File: src/rtl/pc_seq_pkg.sv
// Shared types and constants for the next-PC sequencer.
package pc_seq_pkg;

  typedef enum logic [1:0] {
    BOOT = 2'd0,
    RUN  = 2'd1,
    HALT = 2'd2
  } pc_seq_state_t;

  localparam logic [31:0] PC_STEP          = 32'd4;
  localparam logic [31:0] RESET_VECTOR_DEF = 32'h0000_0000;
  localparam logic [31:0] TRAP_VECTOR_DEF  = 32'h0000_0100;

endpackage

File: src/rtl/pc_target_sel.sv
// Combinational next-PC target selection: halt > jump > branch > sequential.
// Flags a misaligned jump/branch target; halt and sequential steps never trap.
module pc_target_sel
  import pc_seq_pkg::*;
(
  input  logic [31:0] pc_out,
  input  logic        halt_req,
  input  logic        jump,
  input  logic [31:0] jump_target,
  input  logic        branch_taken,
  input  logic [31:0] branch_target,
  output logic [31:0] target,
  output logic        misaligned
);

  always_comb begin
    target     = pc_out + PC_STEP;
    misaligned = 1'b0;
    if (halt_req) begin
      target     = pc_out + PC_STEP;
      misaligned = 1'b0;
    end else if (jump) begin
      target     = jump_target;
      misaligned = |jump_target[1:0];
    end else if (branch_taken) begin
      target     = branch_target;
      misaligned = |branch_target[1:0];
    end
  end

endmodule

File: src/rtl/pc_sequencer.sv
// Next-PC controller: BOOT/RUN/HALT FSM, trap/epc registers, retire counter.
// Optional retired-instruction counter enabled by defining PC_SEQ_INSTRET_EN.
module pc_sequencer
  import pc_seq_pkg::*;
#(
  parameter logic [31:0] RESET_VECTOR = RESET_VECTOR_DEF,
  parameter logic [31:0] TRAP_VECTOR  = TRAP_VECTOR_DEF
) (
  input  logic        clk,
  input  logic        reset,
  input  logic [31:0] PC_out,
  output logic [31:0] PC_in,
  output logic        imem_req,
  input  logic        imem_ready,
  input  logic        stall,
  input  logic        jump,
  input  logic [31:0] jump_target,
  input  logic        branch_taken,
  input  logic [31:0] branch_target,
  input  logic        halt_req,
  input  logic        resume,
  output logic        retire,
  output logic        trap,
  output logic [31:0] epc,
  output logic [1:0]  seq_state,
  output logic [31:0] instret
);

  pc_seq_state_t state, state_next;
  logic [31:0]   sel_target;
  logic          sel_misaligned;
  logic          take_trap;

  pc_target_sel u_target_sel (
    .pc_out        (PC_out),
    .halt_req      (halt_req),
    .jump          (jump),
    .jump_target   (jump_target),
    .branch_taken  (branch_taken),
    .branch_target (branch_target),
    .target        (sel_target),
    .misaligned    (sel_misaligned)
  );

  // Fetch handshake: imem_req is held high with PC_out stable until a cycle
  // with imem_ready=1 and stall=0; that cycle retires and PC_in advances.
  always_comb begin
    state_next = state;
    PC_in      = PC_out;
    imem_req   = 1'b0;
    retire     = 1'b0;
    take_trap  = 1'b0;
    case (state)
      BOOT: begin
        PC_in      = RESET_VECTOR;
        state_next = RUN;
      end
      RUN: begin
        imem_req = 1'b1;
        retire   = imem_ready & ~stall;
        if (retire) begin
          take_trap = sel_misaligned;
          PC_in     = sel_misaligned ? TRAP_VECTOR : sel_target;
          if (halt_req) state_next = HALT;
        end
      end
      HALT: begin
        if (resume) state_next = RUN;
      end
      default: begin
        PC_in      = RESET_VECTOR;
        state_next = BOOT;
      end
    endcase
    if (reset) begin
      PC_in      = RESET_VECTOR;
      imem_req   = 1'b0;
      retire     = 1'b0;
      take_trap  = 1'b0;
      state_next = BOOT;
    end
  end

  always_ff @(posedge clk) begin
    if (reset) begin
      state <= BOOT;
      trap  <= 1'b0;
      epc   <= 32'd0;
    end else begin
      state <= state_next;
      trap  <= take_trap;
      if (take_trap) epc <= PC_out;
    end
  end

  assign seq_state = state;

`ifdef PC_SEQ_INSTRET_EN
  logic [31:0] instret_q;

  always_ff @(posedge clk) begin
    if (reset) instret_q <= 32'd0;
    else if (retire) instret_q <= instret_q + 32'd1;
  end

  assign instret = instret_q;
`else
  assign instret = 32'd0;
`endif

endmodule

File: config.mk
export PLATFORM = sky130hd
export DESIGN_NAME = pc_sequencer
export DESIGN_NICKNAME = d
export VERILOG_FILES = /design/src/rtl/pc_seq_pkg.sv /design/src/rtl/pc_target_sel.sv /design/src/rtl/pc_sequencer.sv
export SDC_FILE = /design/constraint.sdc
export NUM_CORES = 1
export LEC_CHECK = 0
export CAP_MARGIN = 5
export CORE_ASPECT_RATIO = 1.25
export CORE_MARGIN = 2
export CORE_UTILIZATION = 42
export CTS_CLUSTER_SIZE = 28
export DETAILED_ROUTE_END_ITERATION = 7
export GPL_TIMING_DRIVEN = 0
export PLACE_DENSITY = 0.89
export SETUP_SLACK_MARGIN = 0.2
export SYNTH_ARGS = -nofsm -noshare
export SYNTH_HDL_FRONTEND = slang
export SYNTH_SLANG_ARGS = --single-unit
File: constraint.sdc
create_clock -name clk -period 11 [get_ports clk]
set_clock_uncertainty 0.15 [all_clocks]
set_input_delay 3.3 -clock clk [delete_from_list [all_inputs] [get_ports clk]]
set_output_delay 3.3 -clock clk [all_outputs]
set_load 0.02 [all_outputs]
==> flow_summary.json, run 1 <==
{
  "fillers": 660,
  "ir_drop_uv": 87.0,
  "status": "finished, final reports clean",
  "vias_per_cell": 5.77,
  "clk_pin_slew_worst_paths_ns": 0.08,
  "slew_headroom": 0.304,
  "cts_inserted_buffers": 5,
  "port_buffers": 166,
  "core_area_sq_mm": 0.00788,
  "finalCriticalPeriod_ns": 10.19,
  "synth_cell_types": 66,
  "power_switching_uw": 226,
  "p_leak_nw": 1.96,
  "detailedPlacementHpwl_um": 12000,
  "dieArea_sq_mm": 0.00891,
  "clkPwrFrac": 0.184,
  "hp-class": "register to register",
  "worst_pin_slew_ns": 1.03,
  "synthCells": 491,
  "report.final.slew_viol_count": 0,
  "seqPwrFrac": 0.259,
  "ant_nets": 0,
  "drt_wl_total_um": 15300,
  "wl_per_cell_um": 19.4,
  "tns_ns": 0,
  "final_nets": 803,
  "setup_viol": 0,
  "drt_iter0_drc": 291,
  "ys_warn_count": 0,
  "powerDensity_mw_per_mm2": 97.7,
  "holdWs_ns": 0.332,
  "gp_congestion": 0.982,
  "pre_cts_ws_ns": 0.947,
  "syn2layout_area_growth_pct": 57.8,
  "ios": 205,
  "drtPass1Iterations": 5,
  "async_flop_share": 0,
  "syn_area_sq_mm": 0.00343,
  "initial_core_util": 0.435,
  "maxCapViolations": 0,
  "seqCellArea_sq_um": 701,
  "sw_frac_of_total": 0.428,
  "crit_type": "input pin to output port",
  "ys_ff_latch": 35,
  "clockRootBuffer": "clkbuf_8",
  "rsz0062_at_grt": "no",
  "cp.arrival_ns": 6.74,
  "worstPathMaxFanout": 8,
  "cts_resized": 0,
  "grt_pass1_vias": 4378,
  "p_int_uw": 302,
  "worstSkewPairLatency_ns": 0.30,
  "startpoint_type": "input pin",
  "cts.sinks": 35,
  "n_antenna_cell": 0,
  "yosys_most_used_dff": "dfxtp_1",
  "grt_usage": 0.326,
  "ys_seq_area_frac": 0.204,
  "drc": 0,
  "h-tree-depth": 2,
  "antenna_found_initial": 0,
  "setup.worst_path.end_class": "output port",
  "postCtsSetupBuffers": 0,
  "cts_buffer_depth": 2,
  "fin_ws_ns": 0.813,
  "chipHeight_um": 105,
  "synth_edf_count": 0,
  "vias": 4562,
  "final_util": 0.686,
  "hold_viol": 0,
  "ctsHoldBuffers": 0,
  "grt_max_degree": 12,
  "required_ns": 7.55,
  "cts_tree": "built",
  "multiInputGateArea_sq_mm": 0.00244,
  "drive_gt1_frac": 0.0747,
  "period_share": 0.926,
  "timing.fmax_ghz": 0.0982,
  "avgSynthCellArea_sq_um": 6.98,
  "die_w_um": 84.8,
  "comb_power_share": 0.556,
  "grt_pass1_wl_um": 23000,
  "overflow": 0,
  "rows": 36
}
-- power by group through the flow --
stage	registers, mW	clock network (mW)	logic, mW
global placement	0.139	0	0.285
CTS	0.137	0.0990	0.289
finish	0.137	0.0974	0.294
floorplan	0.146	0	0.149
detailed placement	0.140	0	0.287
global route	0.138	0.103	0.312
-- per-stage QoR --
stage / instances / cell area, sq um / power [mW]
after detailed placement: 783 / 5330 / 0.427
after global placement: 783 / 5330 / 0.424
after global routing: 791 / 5410 / 0.553
after floorplan: 522 / 3540 / 0.296
after CTS: 791 / 5410 / 0.525
final: 791 / 5410 / 0.529
-- flip-flops by register name, indices dropped and copies added, names as in the netlist --
register / flops
epc: 32
trap: 1
seq_state: 2
-- critical path, stage by stage --
cell	delay [ns]
clkdlybuf4s50_1	0.63
nand4_2	0.27
nor4_1	0.94
nand2_1	0.18
or4b_1	0.56
a31oi_1	0.21
clkdlybuf4s50_1	0.65
-- cells by family after synthesis --
kind of cell	after synthesis	synth area share
muxes	11	0.0336
other	1	0.00109
adders and majority gates	4	0.0146
DFF	35	0.204
buffers and inverters	75	0.118
and+or+nand+nor	209	0.326
AOI/OAI and AO/OA	156	0.303
-- worst paths after layout --
check                             startpoint   endpoint  slack (ns)  cells after the start
worst max-delay path               PC_out[9]  PC_in[21]        0.81                      7
worst min-delay path                 epc[15]    epc[15]        0.33                      2
worst max register to register  seq_state[1]    epc[31]        8.10                      7
worst min register to register       epc[15]    epc[15]        0.33                      2
-- cell usage in the layout (no fill, tap or decap), types with 7 or more instances in the layout --
cell type and instances:
a21oi_1 21, a22oi_1 18, a31oi_1 11, and2_1 10, buf_4 32, clkbuf_1 30, clkdlybuf4s50_1 166, conb_1 32
dfxtp_1 35, inv_1 10, mux2i_1 7, nand2_1 62, nand2b_1 37, nand3_1 18, nand4_1 10, nor2_1 27
nor4_1 10, o21ai_0 50
-- layout make-up --
type,instances,area share
Multi-Input combinational cell,412,0.451
Timing Repair Buffer,166,0.307
Sequential cell,35,0.130
Buffer,64,0.0671
Tap cell,95,0.0220
Clock buffer,6,0.0134
Inverter,11,0.00763
Clock inverter,2,0.00231
-- layer usage --
| layer | GRT usage | part of all wire |
|---|---|---|
| met5 | 0 | 0 |
| met4 | 0.150 | 0.038 |
| met3 | 0.0719 | 0.086 |
| met2 | 0.577 | 0.49 |
| met1 | 0.368 | 0.38 |
-- cell usage after synthesis (4+ instances only) --
library cell,count,area (sq um)
a22o_1,4,35.0
and2_1,10,62.6
dfxtp_1,35,701
nor2_1,27,101
a21oi_1,21,105
nand2b_1,37,231
a22oi_1,18,135
a31oi_1,11,68.8
clkbuf_1,29,109
o21a_1,4,30.0
nand3b_1,4,30.0
nand4_1,10,62.6
o221ai_1,6,52.6
o21ai_0,50,250
buf_4,32,240
mux2_2,4,45.0
nand2_1,62,233
o32a_1,5,50.1
inv_1,10,37.5
ha_1,4,50.1
nor4_1,10,62.6
mux2i_1,7,70.1
o22ai_1,6,37.5
nand3_1,18,90.1
nor3_1,6,30.0
nor2b_1,4,25.0
Note: power is estimated with default switching activity, not from simulation.
==> run 2, diff against run 1 <==
GPL_ROUTABILITY_DRIVEN = 0   (was unset)
GPL_TIMING_DRIVEN = unset   (was 0)
==> run 2 against run 1 <==
  * Flip-flop and latch count unchanged
  * Wire length shrank 9.9%
  * Final cell count shrank 5.8%
  * Power decreased by 2.2%
  * Fmax increased by 2.2%
  * Die area did not move
  * Global-route usage fell by 3.0 points
  * First-iteration DRC count rose by 64%
  * Critical path type unchanged
  * Highest routed layer unchanged
==> flow_summary.json, run 2 (same netlist as run 1, synthesis figures left out) <==
{
  "status": "finished, final reports clean",
  "rows": 36,
  "n_antenna_cell": 0,
  "mostFrequentLayoutCell": "clkdlybuf4s50_1",
  "drt_iter0_drc": 476,
  "drive_gt1_frac": 0.0477,
  "rsz0062_at_grt": "no",
  "dieArea_sq_mm": 0.00891,
  "ir_drop_uv": 61.0,
  "cts.sinks": 35,
  "r2r_cells": 6,
  "sw_frac_of_total": 0.422,
  "dr_wl_met3_um": 1630,
  "critPathLaunch": "PC_out[2]",
  "postCtsSetupBuffers": 0,
  "worstSkewPairLatency_ns": 0.29,
  "grt_max_degree": 62,
  "timing.rr.start": "seq_state[1]",
  "wl_met2_um": 6770,
  "comb_power_share": 0.549,
  "clk_pin_slew_worst_paths_ns": 0.08,
  "vias_per_cell": 6.05,
  "drt_wl_total_um": 13800,
  "required_ns": 7.55,
  "seqPwrFrac": 0.265,
  "crit_type": "input pin to output port",
  "whs_endpoint": "epc[12]",
  "startpoint_type": "input pin",
  "tns_ns": 0,
  "h-tree-depth": 2,
  "grt_usage": 0.297,
  "p_leak_nw": 1.83,
  "syn2layout_area_growth_pct": 51.8,
  "ant_nets": 0,
  "worstPathMaxFanout": 6,
  "wl_per_cell_um": 18.6,
  "final_cell_mix": "clkdlybuf4s50_1, nand2_1, o21ai_0",
  "clockRootBuffer": "clkbuf_8",
  "cts_resized": 0,
  "worst_pin_slew_ns": 0.970,
  "top_layer": "met4",
  "chipHeight_um": 105,
  "reg2reg_to": "epc[0]",
  "grt_pass1_vias": 4275,
  "hold_viol": 0,
  "drc": 0,
  "detailedPlacementHpwl_um": 10400,
  "clkPwrFrac": 0.186,
  "largest_reg_flops": 32,
  "final_nets": 757,
  "initial_core_util": 0.435,
  "die_w_um": 84.8,
  "hp-start": "epc[12]",
  "core_area_sq_mm": 0.00788,
  "min_path_cells": 2,
  "hp-class": "register to register",
  "power_switching_uw": 218,
  "cts_buffer_depth": 2,
  "ios": 205,
  "fillers": 687,
  "m1WireLength_um": 4860,
  "drtPass1Iterations": 5,
  "p_int_uw": 299,
  "grt_pass1_wl_um": 21400,
  "finalCriticalPeriod_ns": 9.96,
  "cts_inserted_buffers": 5,
  "cp.arrival_ns": 6.51,
  "setup.worst_path.end_class": "output port",
  "regMostFlops": "epc",
  "pre_cts_ws_ns": 1.09,
  "slew_headroom": 0.347,
  "setup_viol": 0,
  "vias": 4510,
  "maxCapViolations": 0,
  "port_buffers": 172,
  "powerDensity_mw_per_mm2": 99.4,
  "ctsHoldBuffers": 0,
  "fin_ws_ns": 1.04,
  "cts_tree": "built",
  "timing.fmax_ghz": 0.100,
  "rrSetupSlack_ns": 8.41,
  "overflow": 0,
  "report.final.slew_viol_count": 0,
  "period_share": 0.906,
  "antenna_found_initial": 0
}
-- run 2: worst max-delay path by stage --
stage | end | slack [ns] | cells after the start
5_1_grt | PC_in[26] | 0.82 | 8
3_5_place_dp | PC_in[28] | 1.09 | 8
3_3_place_gp | PC_in[26] | 1.13 | 8
4_1_cts | PC_in[28] | 1.09 | 8
6_report | PC_in[26] | 1.04 | 8
2_1_floorplan | PC_in[21] | 2.31 | 6
-- run 2: cell type report --
type	count	area, sq um	share of cell area
Clock inverter	2	12.5	0.00240
Clock buffer	6	72.6	0.0139
Sequential cell	35	701	0.135
Inverter	11	41.3	0.00793
Timing Repair Buffer	184	1810	0.348
Multi-Input combinational cell	412	2450	0.470
Tap cell	95	119	0.0228
-- run 2: per-layer routing --
metal | GRT usage | up-vias
met5 | 0 | -
met4 | 0.125 | 0
met3 | 0.0482 | 74
met2 | 0.524 | 352
met1 | 0.351 | 2024
li1 | - | 2060
-- run 2: through the flow --
step / cell area (sq um) / power [mW] / cells / utilization / hold WS [ns]
after floorplan: 3540 / 0.296 / 522 / - / 0.396
after global placement: 5120 / 0.409 / 737 / 0.649 / 0.310
after detailed placement: 5120 / 0.416 / 737 / 0.649 / 0.316
after CTS: 5200 / 0.511 / 745 / 0.660 / 0.332
after global routing: 5200 / 0.541 / 745 / 0.660 / 0.350
final: 5200 / 0.517 / 745 / 0.660 / 0.325
-- run 2: power groups by stage --
stage	Clock [mW]	Combinational, mW	Sequential, mW
floorplan	0	0.149	0.146
finish	0.0963	0.284	0.137
global placement	0	0.270	0.139
CTS	0.0967	0.277	0.137
global route	0.104	0.299	0.138
detailed placement	0	0.276	0.140
-- run 2: worst max-delay path, stage by stage --
cell,delay [ns]
clkdlybuf4s50_1,0.57
ha_1,0.25
nand4_1,0.17
nor4_1,0.84
nand3_1,0.20
a2111o_1,0.45
nand3_1,0.11
clkdlybuf4s50_1,0.61
